--- src/rtl/instr_fetch_pkg.sv ---
// Shared definitions for the instruction fetch block: FSM states, opcode fields, table geometry.
// Latency: n/a (types and constants only).
// Backpressure: n/a.
package instr_fetch_pkg;

  localparam int INST_W  = 9;
  localparam int LUT_AW  = 5;
  localparam int LUT_DEP = 32;

  typedef enum logic [1:0] {
    ST_IDLE = 2'd0,
    ST_RUN  = 2'd1,
    ST_DONE = 2'd2
  } fetch_state_e;

  // inst[8:5] value that ends the program
  localparam logic [3:0] OP_HALT = 4'b1111;

  // Branch kinds carried in inst[7:5]; the decoder resolves them into branch_en
  localparam logic [2:0] BR_OP_BEQ = 3'b001;
  localparam logic [2:0] BR_OP_BNE = 3'b010;
  localparam logic [2:0] BR_OP_JMP = 3'b011;

  function automatic logic is_halt(input logic [INST_W-1:0] word);
    return word[8:5] == OP_HALT;
  endfunction

endpackage

--- src/rtl/instr_fetch_if.sv ---
// Fetch-side bus: instruction memory port plus the decoder-facing instruction stream.
// Latency: purely wires; memory read is combinational at imem_addr.
// Backpressure: stall from the decoder freezes the stream; no other flow control.
interface instr_fetch_if #(
  parameter int PC_W = 10
);
  logic [PC_W-1:0]                    imem_addr;
  logic [instr_fetch_pkg::INST_W-1:0] imem_data;
  logic [instr_fetch_pkg::INST_W-1:0] inst;
  logic                               inst_valid;
  logic                               stall;
  logic                               branch_en;

  modport master (
    output imem_addr, inst, inst_valid,
    input  imem_data, stall, branch_en
  );

  modport slave (
    input  imem_addr, inst, inst_valid,
    output imem_data, stall, branch_en
  );
endinterface

--- src/rtl/instr_fetch_branch_lut.sv ---
// 32-entry branch target table, synchronous write, combinational read.
// Latency: read 0 cycles; a write is visible from the cycle after it (same-cycle read sees old data).
// Backpressure: none; writes always accepted.
module branch_lut
  import instr_fetch_pkg::*;
#(
  parameter int PC_W = 10
) (
  input  logic              clk,
  input  logic              we,
  input  logic [LUT_AW-1:0] waddr,
  input  logic [PC_W-1:0]   wdata,
  input  logic [LUT_AW-1:0] raddr,
  output logic [PC_W-1:0]   rdata
);

  logic [PC_W-1:0] mem_q [LUT_DEP];

  // Table storage; contents are left unreset and must be loaded before use
  always_ff @(posedge clk) begin
    if (we) begin
      mem_q[waddr] <= wdata;
    end
  end

  assign rdata = mem_q[raddr];

endmodule

--- src/rtl/instr_fetch.sv ---
// Instruction fetch: PC sequencing, IDLE/RUN/DONE control, branch redirect and retired count.
// Latency: inst follows pc combinationally; a taken branch redirects pc on the next cycle.
// Backpressure: stall holds pc, state and retired count and deasserts inst_valid.
module instr_fetch
  import instr_fetch_pkg::*;
#(
  parameter int PC_W  = 10,
  parameter int CNT_W = 16
) (
  input  logic                clk,
  input  logic                reset,
  input  logic                start,
  input  logic                lut_we,
  input  logic [LUT_AW-1:0]   lut_addr,
  input  logic [PC_W-1:0]     lut_data,
  output logic                done,
  output logic [CNT_W-1:0]    retired,
  instr_fetch_if.master       bus
);

  fetch_state_e     state_q, state_d;
  logic [PC_W-1:0]  pc_q, pc_d;
  logic [CNT_W-1:0] retired_q, retired_d;
  logic             done_q, done_d;
  logic [PC_W-1:0]  lut_rdata;
  logic             run_now;

  // Reset also blocks table writes so a reset cycle never corrupts targets
  branch_lut #(.PC_W(PC_W)) u_branch_lut (
    .clk   (clk),
    .we    (lut_we & ~reset),
    .waddr (lut_addr),
    .wdata (lut_data),
    .raddr (bus.imem_data[LUT_AW-1:0]),
    .rdata (lut_rdata)
  );

  // Next-state, next-pc and retired-count selection
  always_comb begin
    state_d   = state_q;
    pc_d      = pc_q;
    retired_d = retired_q;
    case (state_q)
      ST_IDLE, ST_DONE: begin
        if (start) begin
          state_d   = ST_RUN;
          pc_d      = '0;
          retired_d = '0;
        end
      end
      ST_RUN: begin
        if (!bus.stall) begin
          if (retired_q != '1) begin
            retired_d = retired_q + CNT_W'(1);
          end
          if (is_halt(bus.imem_data)) begin
            state_d = ST_DONE;
          end else if (bus.branch_en) begin
            pc_d = lut_rdata;
          end else begin
            pc_d = pc_q + PC_W'(1);
          end
        end
      end
      default: state_d = ST_IDLE;
    endcase
    done_d = (state_d == ST_DONE);
  end

  // Control registers; reset wins over every other input
  always_ff @(posedge clk) begin
    if (reset) begin
      state_q   <= ST_IDLE;
      pc_q      <= '0;
      retired_q <= '0;
      done_q    <= 1'b0;
    end else begin
      state_q   <= state_d;
      pc_q      <= pc_d;
      retired_q <= retired_d;
      done_q    <= done_d;
    end
  end

  // Stream is blanked while reset is held so the decoder never sees a stale instruction
  assign run_now        = (state_q == ST_RUN) & ~reset;
  assign bus.imem_addr  = pc_q;
  assign bus.inst       = run_now ? bus.imem_data : '0;
  assign bus.inst_valid = run_now & ~bus.stall;
  assign done           = done_q & ~reset;
  assign retired        = retired_q;

endmodule

--- src/flat_wrapper.sv ---
// flat-port wrapper written by rule: the top's interface ports become plain ports
module instr_fetch_flat import instr_fetch_pkg::*;
#(
  parameter int PC_W  = 10,
  parameter int CNT_W = 16
)
  (clk, reset, start, lut_we, lut_addr, lut_data, done, retired, bus_imem_addr, bus_inst, bus_inst_valid, bus_imem_data, bus_stall, bus_branch_en);
  instr_fetch_if #(.PC_W(PC_W)) bus_i ();
  input  logic clk;
  input  logic reset;
  input  logic start;
  input  logic lut_we;
  input  logic [LUT_AW-1:0] lut_addr;
  input  logic [PC_W-1:0] lut_data;
  output logic done;
  output logic [CNT_W-1:0] retired;
  output wire logic [$bits(bus_i.imem_addr)-1:0] bus_imem_addr;
  output wire logic [$bits(bus_i.inst)-1:0] bus_inst;
  output wire logic [$bits(bus_i.inst_valid)-1:0] bus_inst_valid;
  input wire logic [$bits(bus_i.imem_data)-1:0] bus_imem_data;
  input wire logic [$bits(bus_i.stall)-1:0] bus_stall;
  input wire logic [$bits(bus_i.branch_en)-1:0] bus_branch_en;
  assign bus_imem_addr = bus_i.imem_addr;
  assign bus_inst = bus_i.inst;
  assign bus_inst_valid = bus_i.inst_valid;
  assign bus_i.imem_data = bus_imem_data;
  assign bus_i.stall = bus_stall;
  assign bus_i.branch_en = bus_branch_en;
  instr_fetch #(.PC_W(PC_W), .CNT_W(CNT_W)) u_core (.clk(clk), .reset(reset), .start(start), .lut_we(lut_we), .lut_addr(lut_addr), .lut_data(lut_data), .done(done), .retired(retired), .bus(bus_i));
endmodule
--- config.mk ---
export PLATFORM = sky130hd
export DESIGN_NAME = instr_fetch_flat
export DESIGN_NICKNAME = d
export VERILOG_FILES = /design/src/rtl/instr_fetch_pkg.sv /design/src/rtl/instr_fetch_if.sv /design/src/rtl/instr_fetch_branch_lut.sv /design/src/rtl/instr_fetch.sv /design/src/flat_wrapper.sv
export SDC_FILE = /design/constraint.sdc
export NUM_CORES = 1
export LEC_CHECK = 0
export CAP_MARGIN = 10
export CORE_ASPECT_RATIO = 1.5
export CORE_MARGIN = 5
export CORE_UTILIZATION = 45
export CTS_BUF_LIST = sky130_fd_sc_hd__clkbuf_2
export DETAILED_ROUTE_END_ITERATION = 16
export PLACE_DENSITY_LB_ADDON = 0.15
export SLEW_MARGIN = 20
export SYNTH_ARGS = -nofsm -noshare
export SYNTH_HDL_FRONTEND = slang
export SYNTH_SLANG_ARGS = --single-unit
--- constraint.sdc ---
create_clock -name clk -period 2.8 [get_ports clk]
set_input_delay 0.84 -clock clk [delete_from_list [all_inputs] [get_ports clk]]
set_output_delay 0.84 -clock clk [all_outputs]
set_load 0.01 [all_outputs]
=== Word-level counts from Yosys, hierarchy flattened ===
Memories as Yosys holds them, arrays and structs flattened.
Index checks and enable logic that the tools add are counted.

* Memories: 1
* Memory bits (writable): 320
* Register bits: 29
* Word-level logic and storage cells: 43
* Output and inout bits: 37
* Memory bits (read-only): 0
* Latch bits: 0
* Input bits: 30

* Reduce and logical (&&, ||, !) cells: 5
* $add $sub $neg: 2
* Equal/unequal tests: 9
* Shift-type cells: 0
* Divide/modulo/power cells: 0
* Multiplexer cells: 16
* $lt $le $gt $ge: 0
* Bitwise operators: 6
* Multipliers: 0

{| class="wikitable"
|+ Memory list
! name !! words !! bits a word !! read ports !! clocked after Yosys merged registers in !! write ports !! line !! source
|-
| u_core.u_branch_lut.mem_q || 32 || 10 || 1 || 0 || 1 || instr_fetch_branch_lut.sv:17 || <nowiki>logic [PC_W-1:0] mem_q [LUT_DEP];</nowiki>
|}

{| class="wikitable"
|+ Operators by type and width
! kind !! count
|-
| 16-bit two-way mux || 3
|-
| 10-bit two-way mux || 4
|-
| 16-bit one-hot mux with 2 select lines || 1
|-
| 10-bit one-hot mux with 2 select lines || 1
|-
| 16-bit by 1-bit adder with 16-bit output (second input constant) || 1
|-
| 16-bit != test (second input constant) || 1
|-
| 10-bit by 1-bit adder with 10-bit output (second input constant) || 1
|-
| 9-bit two-way mux || 1
|-
| 4-bit AND reduction || 2
|-
| 2-bit two-way mux || 3
|-
| 2-bit != test (second input constant) || 3
|-
| 1-bit AND || 4
|-
| 2-bit == test (second input constant) || 2
|-
| 4-bit == test (second input constant) || 1
|-
| 2-bit one-hot mux with 2 select lines || 1
|-
| 2-bit by 1-bit == test with 1-bit output (second input constant) || 1
|-
| 2-bit zero test || 1
|-
| 1-bit two-way mux || 2
|-
| 2-bit by 1-bit != test with 1-bit output (second input constant) || 1
|-
| 1-bit NOT || 2
|-
| 2-bit nonzero test || 1
|-
| 2-bit OR reduction || 1
|}

=== Logic depth before layout (Yosys ltp) ===
* Depth in word-level cells: 5
* Depth in mapped cells: 9
* Depth with buffers taken out: 6

=== Cells and area by module ===
From an unflattened synthesis, not the netlist that was laid out.

* Cell total of the unflattened synthesis: 962
* Area, all modules: 14,637.8 µm²

{| class="wikitable"
|+ Modules (own cells, without submodules)
! module !! seq. area each (µm²) !! cells an instance !! area each (µm²) !! times used
|-
| branch_lut || 9,609.2 || 723 || 12,793.5 || 1
|-
| instr_fetch || 580.6 || 239 || 1,844.3 || 1
|}

=== Worst setup path after synthesis ===
Ideal clock, no wire load.

* Kind: input to output
* Start point: input bus_imem_data[1]
* End point: output bus_inst[1]
* Path buffers: 4
* Required time: 1.960 ns
* Slack: 0.073 ns
* Arrival time: 1.887 ns
* Stages: 5
* Path through: buf_2 buf_4 buf_4 clkbuf_1 and2_1

* Word-level cells in the longest chain between the ends: 1

{| class="wikitable"
|+ RTL lines
! element !! line !! source
|-
| from (decl) || flat_wrapper.sv:20 || <nowiki>input wire logic [$bits(bus_i.imem_data)-1:0] bus_imem_data;</nowiki>
|-
| 9-bit two-way mux || instr_fetch.sv:88 || <nowiki>assign bus.inst = run_now ? bus.imem_data : '0;</nowiki>
|-
| to (decl) || flat_wrapper.sv:18 || <nowiki>output wire logic [$bits(bus_i.inst)-1:0] bus_inst;</nowiki>
|}

No other way between the ends.

=== Final worst setup path ===
* Start point: input reset
* End point: output done

* Word-level cells in the longest chain between the ends: 2

{| class="wikitable"
|+ RTL lines
! element !! line !! source
|-
| from (decl) || flat_wrapper.sv:10 || <nowiki>input logic reset;</nowiki>
|-
| 1-bit NOT || instr_fetch.sv:90 || <nowiki>assign done = done_q & ~reset;</nowiki>
|-
| 1-bit AND || instr_fetch.sv:90 ||
|-
| to (decl) || flat_wrapper.sv:15 || <nowiki>output logic done;</nowiki>
|}

No other way between the ends.

==> flow_summary.json <==
{
  "layout-drive-gt1-share": 0.3665,
  "core_um2": 30840,
  "dieHeight_um": 225.5,
  "wl_met1_mm": 11.78,
  "ant_nets": 0,
  "cp-start-kind": "input port",
  "numCtsBuffers": 78,
  "slew_headroom": 0.4455,
  "async_reset_ff_frac": 0,
  "synth_ff_type": "edfxtp_1",
  "utilization": 0.5429,
  "postCtsHoldBufs": 0,
  "avgSynthCellArea_um2": 18.96,
  "postLayoutCellArea_um2": 16740,
  "syn_to_final_growth_pct": 20.15,
  "synth_area_leaders": "edfxtp_1 (69%), mux4_2 (14%), dfxtp_1 (4.2%), nor2_1 (1.7%), a22oi_1 (1.3%)",
  "hold_path.class": "flip-flop to flip-flop",
  "dp_slack_ns": -0.4519,
  "grt_usage": 0.1978,
  "yosys_warnings": 0,
  "portBuffers": 66,
  "synthDominantCellAreaShare": 0.6896,
  "synth_seq_cells": 349,
  "synth.most_common_cell": "edfxtp_1",
  "drt_iter0_markers": 539,
  "critPathCaptureType": "primary output",
  "viasPerCell": 5.462,
  "combPwrFrac": 0.072,
  "rows": 79,
  "synth_commonest_cells": "edfxtp_1 (320), mux4_2 (84), nor2_1 (64)",
  "place_inst": 1295,
  "final-setup-viol-count": 6,
  "holdWs_ns": 0.4926,
  "met2_length_mm": 18.84,
  "htreeDepth": 3,
  "p_clk_frac": 0.328,
  "syn_area_um2": 13930,
  "wire_per_inst_um": 23.43,
  "finClkSkew_ns": 0.03737,
  "clock.fmax_mhz": 354.2,
  "slew_violations": 0,
  "yosysSeqAreaShare": 0.7313,
  "status": "finished, violations left",
  "p_sw_mw": 2.240,
  "num_vias": 7822,
  "drv_cap": 0,
  "grt_start_max_net_pins": 33,
  "clock_latency_ns": 0.93,
  "grt_pass1_wl_mm": 50.29,
  "fin_ws_ns": -0.02366,
  "fin_crit_sh": 1.008,
  "required_ns": 1.96,
  "p_seq_frac": 0.599,
  "routed_wl_mm": 33.55,
  "power_density_nw_per_um2": 570.8,
  "arrival_ns": 1.98,
  "cts-root-buf": "clkbuf_2",
  "start_util": 0.4518,
  "pin_count": 67,
  "dieWidth_um": 153.7,
  "fin_crit_ns": 2.824,
  "setup_tns_ns": -0.05802,
  "syn_inst": 735,
  "cts_tree": "yes",
  "synth_top_area_cell": "edfxtp_1",
  "final_cells": 1432,
  "p_leak_nw": 5.717,
  "wl_met3_mm": 1.632,
  "tightest_slew_ns": 0.8300,
  "failed_checks": "negative setup slack",
  "hold_viol": 0,
  "grt_setup_unrepaired": "true",
  "synthDistinctLibCells": 51,
  "path_class": "input port to primary output",
  "synth_edf_count": 320,
  "grt_overflow_total": 0,
  "gp_congestion": 0.9030,
  "clk_pin_slew_worst_paths_ns": 0.10,
  "die-area_um2": 34660,
  "syn_nets": 767,
  "placed_cell_area_um2": 15950,
  "total_power_mw": 9.556,
  "drc_errors": 0,
  "clk_path_buf_depth": 3,
  "grt_pass1_vias": 8345,
  "drt_pre_antenna_iters": 5,
  "power.share.switching": 0.2344,
  "ir_drop_v": 0.0002377,
  "antenna_found_initial": 1,
  "nets": 1003,
  "top_layer": "met4",
  "internal_power_mw": 7.316,
  "worstPathMaxFanout": 14,
  "hpwl_mm": 23.51,
  "tritoncts_num_sinks": 349
}
==> layout by cell type (no fill, tap or decap), types with 6 or more instances in the layout <==
cell	n
a21oi_1	17
a22oi_1	25
and2_4	9
buf_12	11
buf_4	112
buf_6	12
clkbuf_2	116
clkdlybuf4s50_1	38
clkinv_1	13
dfxtp_1	11
dfxtp_2	15
dlygate4sd2_1	16
edfxtp_1	320
inv_1	6
mux4_1	6
mux4_2	84
nand2_1	32
nand3_1	13
nand4_1	6
nor2_1	64
o211ai_1	6
o21ai_0	9
xnor2_1	10
==> cell type report <==
cell class                      count  area [µm²]
Clock inverter                     19       127.6
Antenna cell                        1       2.502
Timing Repair Buffer              189        1717
Inverter                            6       22.52
Sequential cell                   349       10220
Fill cell                        2545       14100
Multi-Input combinational cell    347        3566
Clock buffer                      116       580.6
Tap cell                          405       506.7
==> registers in the layout, indices dropped and copies added (netlist names) <==
name                       count
u_core.done_q                  1
u_core.bus.imem_addr          10
u_core.state_q                 2
u_core.retired                16
u_core.u_branch_lut.mem_q    320
==> layer usage <==
metal  global-route usage  up-vias
li1                     -     3531
met1               0.2096     3990
met2               0.3721      243
met3              0.03785       58
met4              0.09920        0
met5                    0        -
==> path summary, 6_finish.rpt <==
kind | from | to | slack (ns) | depth (start not counted)
max | reset | done | -0.02 | 4
min | u_core.bus.imem_addr[3]$_SDFFE_PP0P_ | u_core.bus.imem_addr[3]$_SDFFE_PP0P_ | 0.49 | 2
max reg2reg | u_core.retired[5]$_SDFFE_PP0P_ | u_core.retired[2]$_SDFFE_PP0P_ | 0.73 | 6
min reg2reg | u_core.bus.imem_addr[3]$_SDFFE_PP0P_ | u_core.bus.imem_addr[3]$_SDFFE_PP0P_ | 0.49 | 2
==> power by group through the flow <==
stage                     combinational (mW)  clock, mW  sequential [mW]
final                                  0.691       3.14             5.73
after global routing                   0.734       3.53             5.73
after CTS                              0.691       3.26             5.73
after detailed placement               0.688          0             5.85
after global placement                 0.677          0             5.85
after floorplan                        0.309          0             5.85
==> repair_timing <==
action | CTS | global route
resized for setup | 89 | 13
buffers inserted | 0 | 1
setup endpoints to repair | 32 | 12
pin swaps | 6 | 2
==> cell families (layout without fill, tap and decap cells) <==
family | Yosys count | count (layout) | share of synthesized area
compound gates | 76 | 76 | 0.03753
xor+xnor | 15 | 15 | 0.009428
fa+ha+maj | 2 | 2 | 0.001796
buf+inv | 39 | 330 | 0.01580
flops | 349 | 349 | 0.7313
mux | 91 | 91 | 0.1478
other cells | 0 | 1 | 0
simple gates | 163 | 163 | 0.05639
==> worst max-delay path, cell delays in order <==
cell and delay [ns]:
clkdlybuf4s50_1 0.54, buf_4 0.25, nor2b_1 0.07, dlygate4sd2_1 0.28
No activity file was read; power rests on OpenSTA's default activity.
